[config.mk]
export PLATFORM = sky130hd
export DESIGN_NAME = tt_serial_rx_byte_flat
export DESIGN_NICKNAME = d
export VERILOG_FILES = /design/src/rtl/tt_serial_rx_byte_if.sv /design/src/rtl/tt_serial_rx_byte.sv /design/src/flat_wrapper.sv
export SDC_FILE = /design/constraint.sdc
export NUM_CORES = 1
export LEC_CHECK = 0
export BUFFER_PORTS_ARGS = -buffer_cell sky130_fd_sc_hd__buf_4
export CELL_PAD_IN_SITES_DETAIL_PLACEMENT = 0
export CELL_PAD_IN_SITES_GLOBAL_PLACEMENT = 1
export CORE_MARGIN = 1
export CORE_UTILIZATION = 47
export CTS_BUF_LIST = sky130_fd_sc_hd__clkbuf_8
export DETAILED_ROUTE_END_ITERATION = 7
export PLACE_DENSITY_LB_ADDON = 0.1
export SLEW_MARGIN = 30
export SYNTH_ARGS = -nofsm -noshare
export SYNTH_HDL_FRONTEND = slang
export SYNTH_SLANG_ARGS = --single-unit
[constraint.sdc]
create_clock -name tile_io_in -period 2.1 [get_ports tile_io_in]
set_clock_uncertainty 0.2 [all_clocks]
set_input_delay 0.63 -clock tile_io_in [delete_from_list [all_inputs] [get_ports tile_io_in]]
set_output_delay 0.63 -clock tile_io_in [all_outputs]
set_load 0.05 [all_outputs]
[src/rtl/tt_serial_rx_byte_if.sv]
// Tile pin bundle for tt_serial_rx_byte: 8 input pins (clock, reset, serial line, spares)
// and 8 output pins (received character plus valid strobe).
interface tt_serial_rx_byte_if;
  logic [7:0] io_in;
  logic [7:0] io_out;

  modport master (output io_in, input io_out);
  modport slave  (input io_in, output io_out);
endinterface

[src/rtl/tt_serial_rx_byte.sv]
// UART-style receiver for the TinyTapeout tile link: 2-flop synchroniser, mid-bit sampling,
// LSB-first frames. Define TT_SERIAL_RX_PARITY_EN to add an even-parity bit after the data.
module tt_serial_rx_byte #(
  parameter int CLKS_PER_BIT = 4,
  parameter int DATA_BITS    = 7
) (
  tt_serial_rx_byte_if.slave tile
);
  localparam int CNT_W = $clog2(CLKS_PER_BIT);
  localparam logic [CNT_W-1:0]     CNT_HALF  = CNT_W'(CLKS_PER_BIT / 2 - 1);
  localparam logic [CNT_W-1:0]     CNT_LAST  = CNT_W'(CLKS_PER_BIT - 1);
  localparam logic [2:0]           BIT_LAST  = 3'(DATA_BITS - 1);
  localparam logic [DATA_BITS-1:0] SHIFT_MSB = DATA_BITS'(1) << (DATA_BITS - 1);

  typedef enum logic [2:0] {
    IDLE,
    START,
    DATA,
`ifdef TT_SERIAL_RX_PARITY_EN
    PARITY,
`endif
    STOP,
    BREAK
  } state_t;

  logic clk;
  logic rst_n;
  logic rxd;
  logic unused_io;

  assign clk       = tile.io_in[0];
  assign rst_n     = tile.io_in[1];
  assign rxd       = tile.io_in[2];
  assign unused_io = ^tile.io_in[7:3];

  logic                 rx_p0;
  logic                 rxs;
  state_t               state;
  logic [CNT_W-1:0]     clk_cnt;
  logic [2:0]           bit_cnt;
  logic [DATA_BITS-1:0] shreg;
  logic [6:0]           data_q;
  logic                 valid_q;
  logic                 bit_tick;
  logic                 shift_en;

  assign bit_tick = (clk_cnt == CNT_LAST);
  assign shift_en = (state == DATA) && bit_tick;

  assign tile.io_out = {valid_q, data_q};

  // Deserialiser: new bit enters at the top so the first (LSB) bit ends up at bit 0.
  always_ff @(posedge clk) begin
    if (shift_en) begin
      shreg <= (shreg >> 1) | (rxs ? SHIFT_MSB : '0);
    end
  end

  always_ff @(posedge clk or negedge rst_n) begin
    if (!rst_n) begin
      rx_p0   <= 1'b1;
      rxs     <= 1'b1;
      state   <= IDLE;
      clk_cnt <= '0;
      bit_cnt <= '0;
      data_q  <= '0;
      valid_q <= 1'b0;
    end else begin
      rx_p0   <= rxd;
      rxs     <= rx_p0;
      valid_q <= 1'b0;
      case (state)
        IDLE: begin
          if (!rxs) begin
            state   <= START;
            clk_cnt <= '0;
          end
        end
        START: begin
          if (clk_cnt == CNT_HALF) begin
            clk_cnt <= '0;
            bit_cnt <= '0;
            state   <= rxs ? IDLE : DATA;
          end else begin
            clk_cnt <= clk_cnt + 1'b1;
          end
        end
        DATA: begin
          if (bit_tick) begin
            clk_cnt <= '0;
            if (bit_cnt == BIT_LAST) begin
              bit_cnt <= '0;
`ifdef TT_SERIAL_RX_PARITY_EN
              state   <= PARITY;
`else
              state   <= STOP;
`endif
            end else begin
              bit_cnt <= bit_cnt + 1'b1;
            end
          end else begin
            clk_cnt <= clk_cnt + 1'b1;
          end
        end
`ifdef TT_SERIAL_RX_PARITY_EN
        PARITY: begin
          // Even parity: the parity bit equals the XOR of the data bits.
          if (bit_tick) begin
            clk_cnt <= '0;
            state   <= (rxs == ^shreg) ? STOP : BREAK;
          end else begin
            clk_cnt <= clk_cnt + 1'b1;
          end
        end
`endif
        STOP: begin
          if (bit_tick) begin
            clk_cnt <= '0;
            if (rxs) begin
              data_q  <= 7'(shreg);
              valid_q <= 1'b1;
              state   <= IDLE;
            end else begin
              state   <= BREAK;
            end
          end else begin
            clk_cnt <= clk_cnt + 1'b1;
          end
        end
        BREAK: begin
          if (rxs) begin
            state <= IDLE;
          end
        end
        default: state <= IDLE;
      endcase
    end
  end
endmodule
[src/flat_wrapper.sv]
// flat-port wrapper written by rule: the top's interface ports become plain ports
module tt_serial_rx_byte_flat 
#(
  parameter int CLKS_PER_BIT = 4,
  parameter int DATA_BITS    = 7
)
  (tile_io_in, tile_io_out);
  tt_serial_rx_byte_if tile_i ();
  input wire logic [$bits(tile_i.io_in)-1:0] tile_io_in;
  output wire logic [$bits(tile_i.io_out)-1:0] tile_io_out;
  assign tile_i.io_in = tile_io_in;
  assign tile_io_out = tile_i.io_out;
  tt_serial_rx_byte #(.CLKS_PER_BIT(CLKS_PER_BIT), .DATA_BITS(DATA_BITS)) u_core (.tile(tile_i));
endmodule
==> After elaboration in Yosys (flattened, before gate mapping) <==
Index checks and enable logic that the tools add are counted.
{ "word_totals": {"register_bits": 25, "output_inout_bits": 8} }
{ "classes": {"add_sub_neg": 2, "bitwise_logic": 1, "eq_ne": 13, "reduce_logical": 9, "mux": 21} }
{ "ops": {"columns": ["cell", "n"], "rows": [
  ["2-to-1 mux 3 bit", 10],
  ["case mux 3 bit (5 select lines)", 1],
  ["2-to-1 mux 2 bit", 4],
  ["inequality test 2 x 1 -> 1 bit (second input constant)", 4],
  ["2-to-1 mux 7 bit", 1],
  ["OR 6 x 7 -> 7 bit", 1],
  ["equality test 3 x 2 -> 1 bit (second input constant)", 2],
  ["equality test 3 bit (second input constant)", 2],
  ["case mux 2 bit (3 select lines)", 1],
  ["case mux 3 bit (2 select lines)", 1],
  ["AND reduction 3 bit", 2],
  ["AND reduction 6 bit", 1],
  ["inequality test 2 bit (second input constant)", 2],
  ["adder 3 x 1 -> 3 bit (second input constant)", 1],
  ["equality test 3 x 1 -> 1 bit (second input constant)", 1],
  ["logical NOT 3 bit", 1],
  ["2-to-1 mux 1 bit", 3],
  ["nonzero test 3 bit", 1],
  ["adder 2 x 1 -> 2 bit (second input constant)", 1],
  ["equality test 2 x 1 -> 1 bit (second input constant)", 1],
  ["equality test 2 bit (second input constant)", 1],
  ["AND reduction 2 bit", 1],
  ["nonzero test 2 bit", 1],
  ["OR reduction 2 bit", 1],
  ["logical AND 1 bit", 1]
]} }

==> Longest topological paths before layout <==
{ "depth": {"ltp_word": 4, "ltp_mapped": 5} }

==> Worst setup path after synthesis <==
Ideal clock, no wire load.
{ "synth_path": {"kind": "flip-flop to flip-flop", "start": "reg u_core.clk_cnt[0]", "end": "reg u_core.bit_cnt[0]", "required_ns": 1.775, "slack_ns": 0.226, "arrival_time_ns": 1.549, "setup_time_ns": 0.125, "path_buffers": 0, "path_stages_with_launch": 5, "cell_sequence": "dfrtp_1 > ha_1 > and4bb_2 > a41oi_1 > mux2_2"} }
{ "synth_via": {"elab_chain_cells": 3, "word_cells_on_any_way": 5, "classes_between": "4 x eq/ne; 1 x reduce/logical"} }
{ "synth_lines": {"columns": ["element", "line", "text"], "rows": [
  ["start, declared", "tt_serial_rx_byte.sv:39", "logic [CNT_W-1:0] clk_cnt;"],
  ["start signal, assigned", "tt_serial_rx_byte.sv:85", "clk_cnt <= clk_cnt + 1'b1;"],
  ["start signal, assigned", "tt_serial_rx_byte.sv:102", "clk_cnt <= clk_cnt + 1'b1;"],
  ["start signal, assigned", "tt_serial_rx_byte.sv:127", "clk_cnt <= clk_cnt + 1'b1;"],
  ["equality test 2 bit / equality test 2 x 1 -> 1 bit (equally long branches)", "tt_serial_rx_byte.sv:47, tt_serial_rx_byte.sv:80", null],
  ["inequality test 2 x 1 -> 1 bit (no source line)", null, null],
  ["AND reduction 3 bit (no source line) *", null, null],
  ["end signal, assigned", "tt_serial_rx_byte.sv:99", "bit_cnt <= bit_cnt + 1'b1;"],
  ["end, declared", "tt_serial_rx_byte.sv:40", "logic [2:0] bit_cnt;"]
]} }
Every way passes the cells marked *; elsewhere a longest branch is shown, timed or not.
A chain may end at the register's enable or synchronous reset.

==> Worst setup path after layout <==
Ends and elaborated chain as after synthesis.

==> flow_summary.ini <==
[outcome]
status = finished, violations left
violations = hold timing

[critical_path]
cp_top_family = flip-flops
worst-setup-path-type = flip-flop to flip-flop
crit_path_max_fanout = 5
worstSetupEndpointType = flip-flop
path_cells = ha_1 -> and4bb_2 -> a41oi_1 -> mux2_2
cp_slowest_cell = dfrtp_1
start_kind = flip-flop
cp_num_buf_inv = 0
arrival_ps = 1890
worstPathRequired_ps = 2060
max_stage_delay_ps = 430

[finish]
syn2layout_area_growth_pct = 18.99
stdcell_count = 124
mostFrequentLayoutCells = 16 x dfrtp_1, 12 x buf_4, 7 x inv_1, 7 x mux2_4, 7 x edfxtp_1
drive_gt1_share_pct = 35.42
diodes = 0
final_common_cell = dfrtp_1
fin_nets = 107

[clock_tree]
cts_tree = built
clock_latency_ps = 260
post_cts_buffers = 0
clkSlewWorstSetupHoldPaths_ps = 80

[yosys]
yosys.cell_types.count = 32
avgSynthCellArea_sq_um = 13.75
synth_fp_nets = 92
synth_top_area_cell = dfrtp_1
syn_inst = 81
syn_area_sq_um = 1114
ys_ff_latch = 25
yosysTopAreaCellShare_pct = 35.96
yosys_warnings = 0
ys_top_cells_by_area = dfrtp_1 36%, edfxtp_1 19%, mux2_4 9.4%
synth_seq_area_share_pct = 59.55

[power]
clkPwrFrac_pct = 58.1
vdd_drop_max_mv = 0.6848
p_per_area_nw_per_um2 = 900.5
power_switching_share_pct = 25.43
pwr-share-comb_pct = 0
switching_power_mw = 0.3034
leakage_nw = 0.5868
p_int_mw = 0.8897
p_seq_share_pct = 41.9

[timing]
finalSetupTns_ps = 0
finalHoldViolCount = 19
period_minus_slack_ps = 1936
fmax_mhz = 516.5
hold_ws_ps = -534.9
drv_slew = 0
tightest_slew_ps = 347.5
finalSetupViolCount = 0
relSlewSlack_pct = 76.53
rsz0062_at_grt = false
fin_crit_sh_pct = 92.20

[floorplanning]
rows = 17
pin_count = 16
die-area_sq_um = 2568
coreArea_sq_um = 2212
die_x_um = 50.68
start_util_pct = 50.34
die_h_um = 50.68

[placed_design]
port_buffers = 8
dp_cells = 116
dp_hpwl_mm = 1.175
gp_congestion = 0.7135

[route]
ant_nets = 0
dr.pass1.iters = 4
drtIter0Drc = 2
route.detailed.drc = 0
vias = 669
routed_wl_mm = 1.786
avgRoutedWirePerCell_um = 14.40
vias_per_cell = 5.395

[run]
max_cap_violations = 0

[global_routing]
grt_pass1_vias = 710
grt-ovfl-total = 0
groute.usage.overall_pct = 17.09
grt_start_max_net_pins = 16
antenna_found_initial = 0
grt_pass1_wl_mm = 3.015

[hold_path]
hp-class = clock port to async pin
-- final cells by class --
cell class / count / area (sq um)
clock buffers: 6 / 82.58
clock inverters: 2 / 37.54
fillers: 191 / 887.1
inverters: 7 / 26.28
multi-input cells: 44 / 390.4
flip-flops and latches: 25 / 663.1
well taps: 28 / 35.03
repair buffers: 12 / 90.09
-- cell families (layout without fill, tap and decap cells) --
family                     after synthesis  after routing  share of synthesized area, %
adders and majority gates                3              3                         3.371
DFF                                     25             25                         59.55
buffers and inverters                   12             27                         5.842
AOI/OAI and AO/OA                       17             17                         10.67
and+or+nand+nor                         15             15                         9.212
muxes                                    9              9                         11.35
-- timing repair --
action / CTS / global route
hold endpoints to repair: 0 / 0
endpoints found under the setup margin: 0 / 7
hold buffers: 0 / 0
gates resized for setup: 0 / 1
-- cell usage after synthesis (all sizes together) --
cell     instances
nand2            1
o41ai            2
mux2             8
clkbuf           1
a21oi            2
nor4b            1
and4b            1
or3              1
nor2             4
edfxtp           7
inv              7
a41oi            1
buf              4
a2111oi          1
ha               3
dfrtp           16
dfstp            2
nand3            1
a32oi            1
a31oi            2
o21ai            5
nand2b           1
and4bb           1
o21ba            1
nor3b            2
mux2i            1
a2bb2oi          1
a211o            1
nor2b            2
-- registers in the layout, indices dropped and copies added, names as in the netlist --
register	flops
u_core.bit_cnt	3
u_core.clk_cnt	2
u_core.data_q	7
u_core.rx_p0	1
u_core.rxs	1
u_core.shreg	7
u_core.state	3
u_core.valid_q	1
-- power groups by stage --
stage / registers [mW] / logic, mW / clock network, mW
6_report: 0.501 / 0.000000203 / 0.693
5_1_grt: 0.501 / 0.000000203 / 0.783
4_1_cts: 0.501 / 0.000000205 / 0.742
3_5_place_dp: 0.513 / 0.000000205 / 0
3_3_place_gp: 0.513 / 0.000000205 / 0
2_1_floorplan: 0.513 / 0.000000164 / 0
-- worst paths after layout --
kind | from | endpoint | slack, ps | depth (start not counted)
setup / recovery | u_core.clk_cnt[0] | u_core.bit_cnt[0] | 160 | 4
hold / removal | tile_io_in[1] | u_core.data_q[4] | -530 | 2
setup reg to reg | u_core.clk_cnt[0] | u_core.bit_cnt[0] | 160 | 4
hold reg to reg | u_core.rx_p0 | u_core.rxs | 160 | 0
max in group asynchronous | tile_io_in[1] | u_core.rx_p0 | 2030 | 2
min in group tile_io_in | tile_io_in[2] | u_core.rx_p0 | -440 | 0
-- per-stage QoR --
stage	hold slack [ps]	area, sq um	setup WS (ps)	util, %	total power, mW
after floorplan	-495.6	1114	225.9	-	0.5126
after CTS	-537.6	1320	89.10	59.67	1.242
after global placement	-495.6	1200	121.4	54.24	0.5126
after detailed placement	-495.6	1200	103.6	54.24	0.5126
final	-534.9	1325	163.8	59.90	1.193
after global routing	-543.8	1325	64.95	59.90	1.284
-- per-layer routing --
metal / part of all wire, % / track usage, % / vias up / wire length (um)
met5: 0 / 0 / - / 0
li1: - / - / 322 / -
met2: 44 / 20.44 / 13 / 792
met1: 48 / 20.08 / 327 / 865
met3: 5.7 / 13.64 / 7 / 101
met4: 1.5 / 11.57 / 0 / 27
Power figures use the tool's default switching activity.
